<file path="src/rtl/fixed_exp_lut_scheduler.sv">
// Shared e^(-x) engine: round-robin arbitration across requesters, one fractional
// LUT lookup, then one multiply by e^-1 per integer unit of x.
module fixed_exp_lut_scheduler #(
    parameter int N_REQ    = 4,
    parameter int IN_WIDTH = 8,
    parameter int SAT_INT  = 12,
    parameter int E_INV    = 24109
) (
    input  logic                        clk,
    input  logic                        rst,
    input  logic [N_REQ*IN_WIDTH-1:0]   data_in_0,
    input  logic [N_REQ-1:0]            data_in_0_valid,
    output logic [N_REQ-1:0]            data_in_0_ready,
    output logic [2:0]                  lut_address,
    input  logic [16:0]                 lut_data,
    output logic [16:0]                 data_out_0,
    output logic [$clog2(N_REQ)-1:0]    data_out_0_id,
    output logic                        data_out_0_valid,
    input  logic                        data_out_0_ready
);
    localparam int ID_W  = $clog2(N_REQ);
    localparam int INT_W = IN_WIDTH - 3;
    localparam logic [16:0] E_INV_C = 17'(E_INV);

    typedef enum logic [1:0] {IDLE, LOOKUP, MUL, DONE} state_t;

    state_t              state_reg, state_next;
    logic [ID_W-1:0]     ptr_reg;
    logic [ID_W-1:0]     id_reg;
    logic [ID_W-1:0]     grant;
    logic                grant_valid;
    logic [2:0]          lut_addr_reg;
    logic [INT_W-1:0]    int_reg;
    logic [INT_W-1:0]    cnt_reg;
    logic [16:0]         acc_reg;
    logic [33:0]         product;
    logic                saturated;
    logic [IN_WIDTH-1:0] x_lane [N_REQ];

    generate
        for (genvar gi = 0; gi < N_REQ; gi++) begin : g_lane
            assign x_lane[gi] = data_in_0[gi*IN_WIDTH +: IN_WIDTH];
        end
    endgenerate

    // Scan from the highest rotation down so the lowest offset from the pointer wins.
    always_comb begin
        grant       = '0;
        grant_valid = 1'b0;
        for (int k = N_REQ - 1; k >= 0; k--) begin
            if (data_in_0_valid[(int'(ptr_reg) + k) % N_REQ]) begin
                grant       = ID_W'((int'(ptr_reg) + k) % N_REQ);
                grant_valid = 1'b1;
            end
        end
    end

    assign saturated = (int'(int_reg) >= SAT_INT);
    assign product   = {17'b0, acc_reg} * {17'b0, E_INV_C};

    always_ff @(posedge clk) begin
        if (rst) state_reg <= IDLE;
        else     state_reg <= state_next;
    end

    always_comb begin
        state_next       = state_reg;
        data_in_0_ready  = '0;
        data_out_0_valid = 1'b0;
        case (state_reg)
            IDLE: begin
                if (grant_valid) begin
                    data_in_0_ready[grant] = 1'b1;
                    state_next             = LOOKUP;
                end
            end
            LOOKUP: begin
                if (saturated || int_reg == '0) state_next = DONE;
                else                            state_next = MUL;
            end
            MUL: begin
                if (cnt_reg == INT_W'(1)) state_next = DONE;
            end
            DONE: begin
                data_out_0_valid = 1'b1;
                if (data_out_0_ready) state_next = IDLE;
            end
            default: state_next = IDLE;
        endcase
    end

    always_ff @(posedge clk) begin
        if (rst) begin
            ptr_reg      <= '0;
            id_reg       <= '0;
            lut_addr_reg <= '0;
            int_reg      <= '0;
            cnt_reg      <= '0;
            acc_reg      <= '0;
        end else begin
            case (state_reg)
                IDLE: begin
                    if (grant_valid) begin
                        lut_addr_reg <= x_lane[grant][2:0];
                        int_reg      <= x_lane[grant][IN_WIDTH-1:3];
                        id_reg       <= grant;
                        ptr_reg      <= (grant == ID_W'(N_REQ - 1)) ? '0 : grant + 1'b1;
                    end
                end
                LOOKUP: begin
                    acc_reg <= saturated ? 17'd0 : lut_data;
                    cnt_reg <= int_reg;
                end
                MUL: begin
                    // Truncating multiply; e^-1 < 1 keeps the result within 17 bits.
                    acc_reg <= product[32:16];
                    cnt_reg <= cnt_reg - 1'b1;
                end
                default: ;
            endcase
        end
    end

    assign lut_address   = lut_addr_reg;
    assign data_out_0    = acc_reg;
    assign data_out_0_id = id_reg;

endmodule

</file>
<file path="config.mk">
export PLATFORM = sky130hd
export DESIGN_NAME = fixed_exp_lut_scheduler
export DESIGN_NICKNAME = d
export VERILOG_FILES = /design/src/rtl/fixed_exp_lut_scheduler.sv
export SDC_FILE = /design/constraint.sdc
export NUM_CORES = 1
export LEC_CHECK = 0
export ABC_AREA = 1
export BUFFER_PORTS_ARGS = -buffer_cell sky130_fd_sc_hd__buf_2
export CAP_MARGIN = 20
export CORE_AREA = 2 2 121 146
export CTS_CLUSTER_DIAMETER = 50
export DETAILED_ROUTE_END_ITERATION = 7
export DIE_AREA = 0 0 123 148
export MAX_ROUTING_LAYER = met4
export SYNTH_ARGS = -nofsm -noshare
export SYNTH_HDL_FRONTEND = slang
export SYNTH_SLANG_ARGS = --single-unit
</file>
<file path="constraint.sdc">
create_clock -name clk -period 8.7 [get_ports clk]
set_input_delay 1.305 -clock clk [delete_from_list [all_inputs] [get_ports clk]]
set_output_delay 1.305 -clock clk [all_outputs]
set_load 0.05 [all_outputs]
</file>
After elaboration in Yosys (flattened, before gate mapping)
Index checks and enable logic that the tools add are counted.
- latch bits: 0
- logic and storage cells: 79
- output and inout port bits: 27
- bits in writable memories: 0
- input port bits: 56
- memories kept: 0
- bits in read-only memories: 0
- bits in registers: 36
- eq/ne operators: 8
- $lt $le $gt $ge: 8
- muxes and demuxes: 36
- multiply operators: 1
- shift-type cells: 0
- add/subtract/negate cells: 5
- divide/modulo/power cells: 0
- bitwise gates (word level): 4
- reduce and logical (&&, ||, !) cells: 10
- operators with widths (cell ; count):
    case mux 17 bit (2 select lines) ; 1
    multiplier 17 x 15 -> 32 bit, second input constant ; 1
    two-way mux 17 bit ; 1
    binary-select mux 8 bit (select 2 bit) ; 1
    two-way mux 2 bit ; 8
    two-way mux 8 bit ; 2
    two-way mux 1 bit ; 14
    < comparator 3 x 4 -> 1 bit, second input constant ; 3
    case mux 5 bit (2 select lines) ; 1
    binary-select mux 1 bit (select 2 bit) ; 4
    two-way mux 4 bit ; 2
    case mux 2 bit (4 select lines) ; 1
    equality test 2 bit, second input constant ; 3
    < comparator 2 x 3 -> 1 bit, second input constant ; 2
    != test 2 bit, second input constant ; 3
    OR reduction 2 bit ; 3
    equality test 5 x 1 -> 1 bit, second input constant ; 1
    >= comparator 5 x 4 -> 1 bit, second input constant ; 1
    logical NOT 5 bit ; 1
    subtractor 5 x 1 -> 5 bit, second input constant ; 1
    adder 2 x 1 -> 2 bit, second input constant ; 2
    adder 2 bit, second input constant ; 2
    AND 1 bit, first input constant ; 3
    >= comparator 3 bit, second input constant ; 1
    10 further kinds ; 10

Logic depth before layout (Yosys ltp)
- word-level depth: 16
- depth in mapped cells: 24
- gate-level depth less buffers: 24

Worst setup path after synthesis
OpenSTA, ideal clock, no wires.
- kind: reg2reg
- start point: register acc_reg[6], in the netlist data_out_0[6]
- end point: register acc_reg[5], in the netlist data_out_0[5]
- data required time: 8581 ps
- buffers on the path: 0
- library setup time: 119 ps
- data arrival time: 5108 ps
- slack: 3473 ps
- stages on the path, launching flop included: 21
- clock period less this slack: 5227 ps
- cell sequence: dfxtp_1 -> fa_1 -> inv_1 -> fa_1 -> inv_1 -> fa_1 -> fa_1 -> fa_1 -> inv_1 -> fa_1 -> inv_1 -> ha_1 -> a21oi_1 -> o21ai_0 -> nand2_1 -> nand2_1 -> inv_1 -> nand2_1 -> or2_2 -> a21oi_1 -> nor2_1
- cells in the longest elaborated chain, start to end: 2
- RTL lines (what ; line ; RTL):
    from (decl) ; 35 ; logic [16:0] acc_reg;
    from (signal assigned) ; 111 ; acc_reg <= saturated ? 17'd0 : lut_data;
    from (signal assigned) ; 116 ; acc_reg <= product[32:16];
    multiplier 17 x 15 -> 32 bit ; 59 ; assign product = {17'b0, acc_reg} * {17'b0, E_INV_C};
    case mux 17 bit (2 select lines) ; 101 ; case (state_reg)
Every way passes these cells.
A chain may end at the register's enable or synchronous reset.

Worst setup path after layout
- start point: register acc_reg[9], in the netlist data_out_0[9]
- end point: register acc_reg[5], in the netlist data_out_0[5]
The elaborated chain is that of the path after synthesis.

==> impl_metrics.toml <==
[outcome]
status = "finished, final reports clean"

[detailed_routing]
antenna_left = 0
drtIter0Drc = 286
wl_per_cell_um = 15.0
avgViaCountPerCell = 4.95
drc_errors = 0
drtPass1Iterations = 5
vias = 6407
drt-total-wl_um = 19500

[setup_path]
arrival_ps = 5630
timing.rr.start = "data_out_0[9]"
worstRegToRegCells = 20
r2r_end = "data_out_0[5]"
required_ps = 8880
critical_path_class = "reg -> reg"
cp_max_fo = 7
crit_start = "data_out_0[9]"
cp-start-kind = "register"
r2r_slack_ps = 3250
cp-end-kind = "register"

[global_routing]
grt_util_met3_pct = 2.20
grt-busiest-layer = "met2"
antenna_found_initial = 0
grtUsageTotal_pct = 23.0
grt.met2_usage_pct = 40.5
grt_pass1_wl_um = 31800
grt_max_degree = 26
grt_pass1_vias = 6506
grt_overflow_total = 0
use_met1_pct = 27.7

[worst_hold_path]
worstHoldStart = "cnt_reg[4]"
hold_depth = 2
hold_path_class = "reg -> reg"
hold_end = "cnt_reg[4]"

[flow_run]
maxCapViolCount = 0

[cts]
hold_buffers = 0
htreeDepth = 2
insertion_delay_ps = 290
root_buffer = "clkbuf_16"
ctsLongestPathBuffers = 2
cts_tree = "built"
numCtsBuffers = 5
clkSinkCount = 36
cts.clk_slew.worst_paths_ps = 60
postCtsSetupBuffers = 0
cts-resized-gates = 0

[place]
port_buffers = 82
routabilityCongestion = 0.879
place_hpwl_um = 17000

[floorplan]
core_area_mm2 = 0.0168
dieHeight_um = 148
std_cell_rows = 52
initial_core_util_pct = 44.2
fp.dieArea_mm2 = 0.0182
die_width_um = 123
io_pins = 83

[logic_synthesis]
yosysSeqAreaShare_pct = 9.72
synth_nets = 1272
synth_cells = 1005
synth_warnings = 0
synth-edff-count = 0
synth_ff_type = "dfxtp_1"
syn_area_mm2 = 0.00742
ys_ff_latch = 36
synthArstFlopShare_pct = 0
synth.avg_cell_area_um2 = 7.38
yosysUniqueCellTypes = 41

[final_layout]
drive_gt1_share_pct = 10.9
final_common_cell = "inv_1"
regArea_um2 = 721
area_growth_pct = 9.87
final.fill_count = 1743
multi_input_area_mm2 = 0.00571
largest_reg_flops = 17
final_cell_mix = "226 x inv_1, 193 x nand2_1, 120 x ha_1"
layout.nets = 1345
diodes = 0

[sta]
rsz0062_at_grt = "no"
setup_viol = 0
fin_crit_ps = 5450
slew_headroom_pct = 49.2
fmax_mhz = 183
drv_slew = 0
fin_tns_setup_ps = 0
finClkSkew_ps = 6.69
min_period_over_period_pct = 62.7
worstMarginPinSlew_ps = 761
hold_violations = 0
==> critical path: stages, from the launching register on <==
cell	delay, ps
dfxtp_1	540
inv_1	110
fa_1	550
inv_1	50
fa_1	470
fa_1	550
inv_1	50
fa_1	510
inv_1	60
fa_1	470
ha_1	310
ha_1	400
a21oi_1	250
o21ai_0	170
inv_1	80
nand2_1	90
inv_1	80
nand2_1	70
or2_2	270
a21oi_1	210
nor2_1	60
==> routing by layer <==
| metal | wire length [um] | part of all wire (%) |
|---|---|---|
| met1 | 8430 | 43 |
| met2 | 9810 | 50 |
| met5 | 0 | 0 |
| met4 | 518 | 2.7 |
| met3 | 712 | 3.7 |
==> stage by stage <==
step	area [um2]	utilization, %	worst slack, ps	hold WS [ps]	instances
3_5_place_dp	7990	47.6	3280	460	1286
4_1_cts	8140	48.5	3260	468	1294
5_1_grt	8150	48.5	3000	500	1295
3_3_place_gp	7990	47.6	3290	454	1286
2_1_floorplan	7420	-	3470	445	1005
6_report	8150	48.5	3250	466	1295
==> Yosys cell counts, types with 2 or more instances <==
cell type	n	area [um2]
nand2_4	3	33.8
buf_6	3	33.8
o21ai_0	38	190
or2_2	2	12.5
a21oi_1	59	295
nand2_1	193	724
fa_1	91	1820
buf_1	2	7.51
a31oi_1	3	18.8
xor2_1	2	17.5
nor2_2	5	31.3
ha_1	120	1500
nor2_1	84	315
buf_2	2	10.0
a21o_1	2	15.0
nand2_2	8	50.1
inv_1	226	848
nand3_4	2	35.0
inv_2	2	7.51
nor3_1	7	35.0
nand3b_1	13	97.6
clkbuf_1	9	33.8
nand3_1	67	335
dfxtp_1	36	721
o211ai_1	5	37.5
o21bai_1	4	30.0
xnor2_1	3	26.3
==> worst max-delay path by stage <==
stage                           to  depth (start not counted)  slack, ps
floorplan            data_out_0[5]                         20       3470
global placement     data_out_0[5]                         20       3290
detailed placement   data_out_0[5]                         20       3280
CTS                  data_out_0[5]                         20       3260
global route        data_out_0[12]                         18       3000
finish               data_out_0[5]                         20       3250
==> final cells by class <==
cell class	count	area share [%]
flip-flops and latches	36	8.85
inverters	231	10.8
multi-input cells	720	70.0
clock inverters	2	0.123
clock buffers	6	1.70
repair buffers	84	5.22
well taps	216	3.32
==> cells by family (layout without fill, tap and decap cells) <==
family | Yosys count | count (layout) | synth area share [%]
fa+ha+maj | 211 | 211 | 44.8
compound gates | 116 | 116 | 8.49
xor+xnor | 5 | 5 | 0.591
buf+inv | 249 | 323 | 13.3
flops | 36 | 36 | 9.72
simple gates | 388 | 388 | 23.0
Power is left out: the tool's default activity adds up to more than one toggle a clock period on the data nets, which glitch-free logic cannot reach.
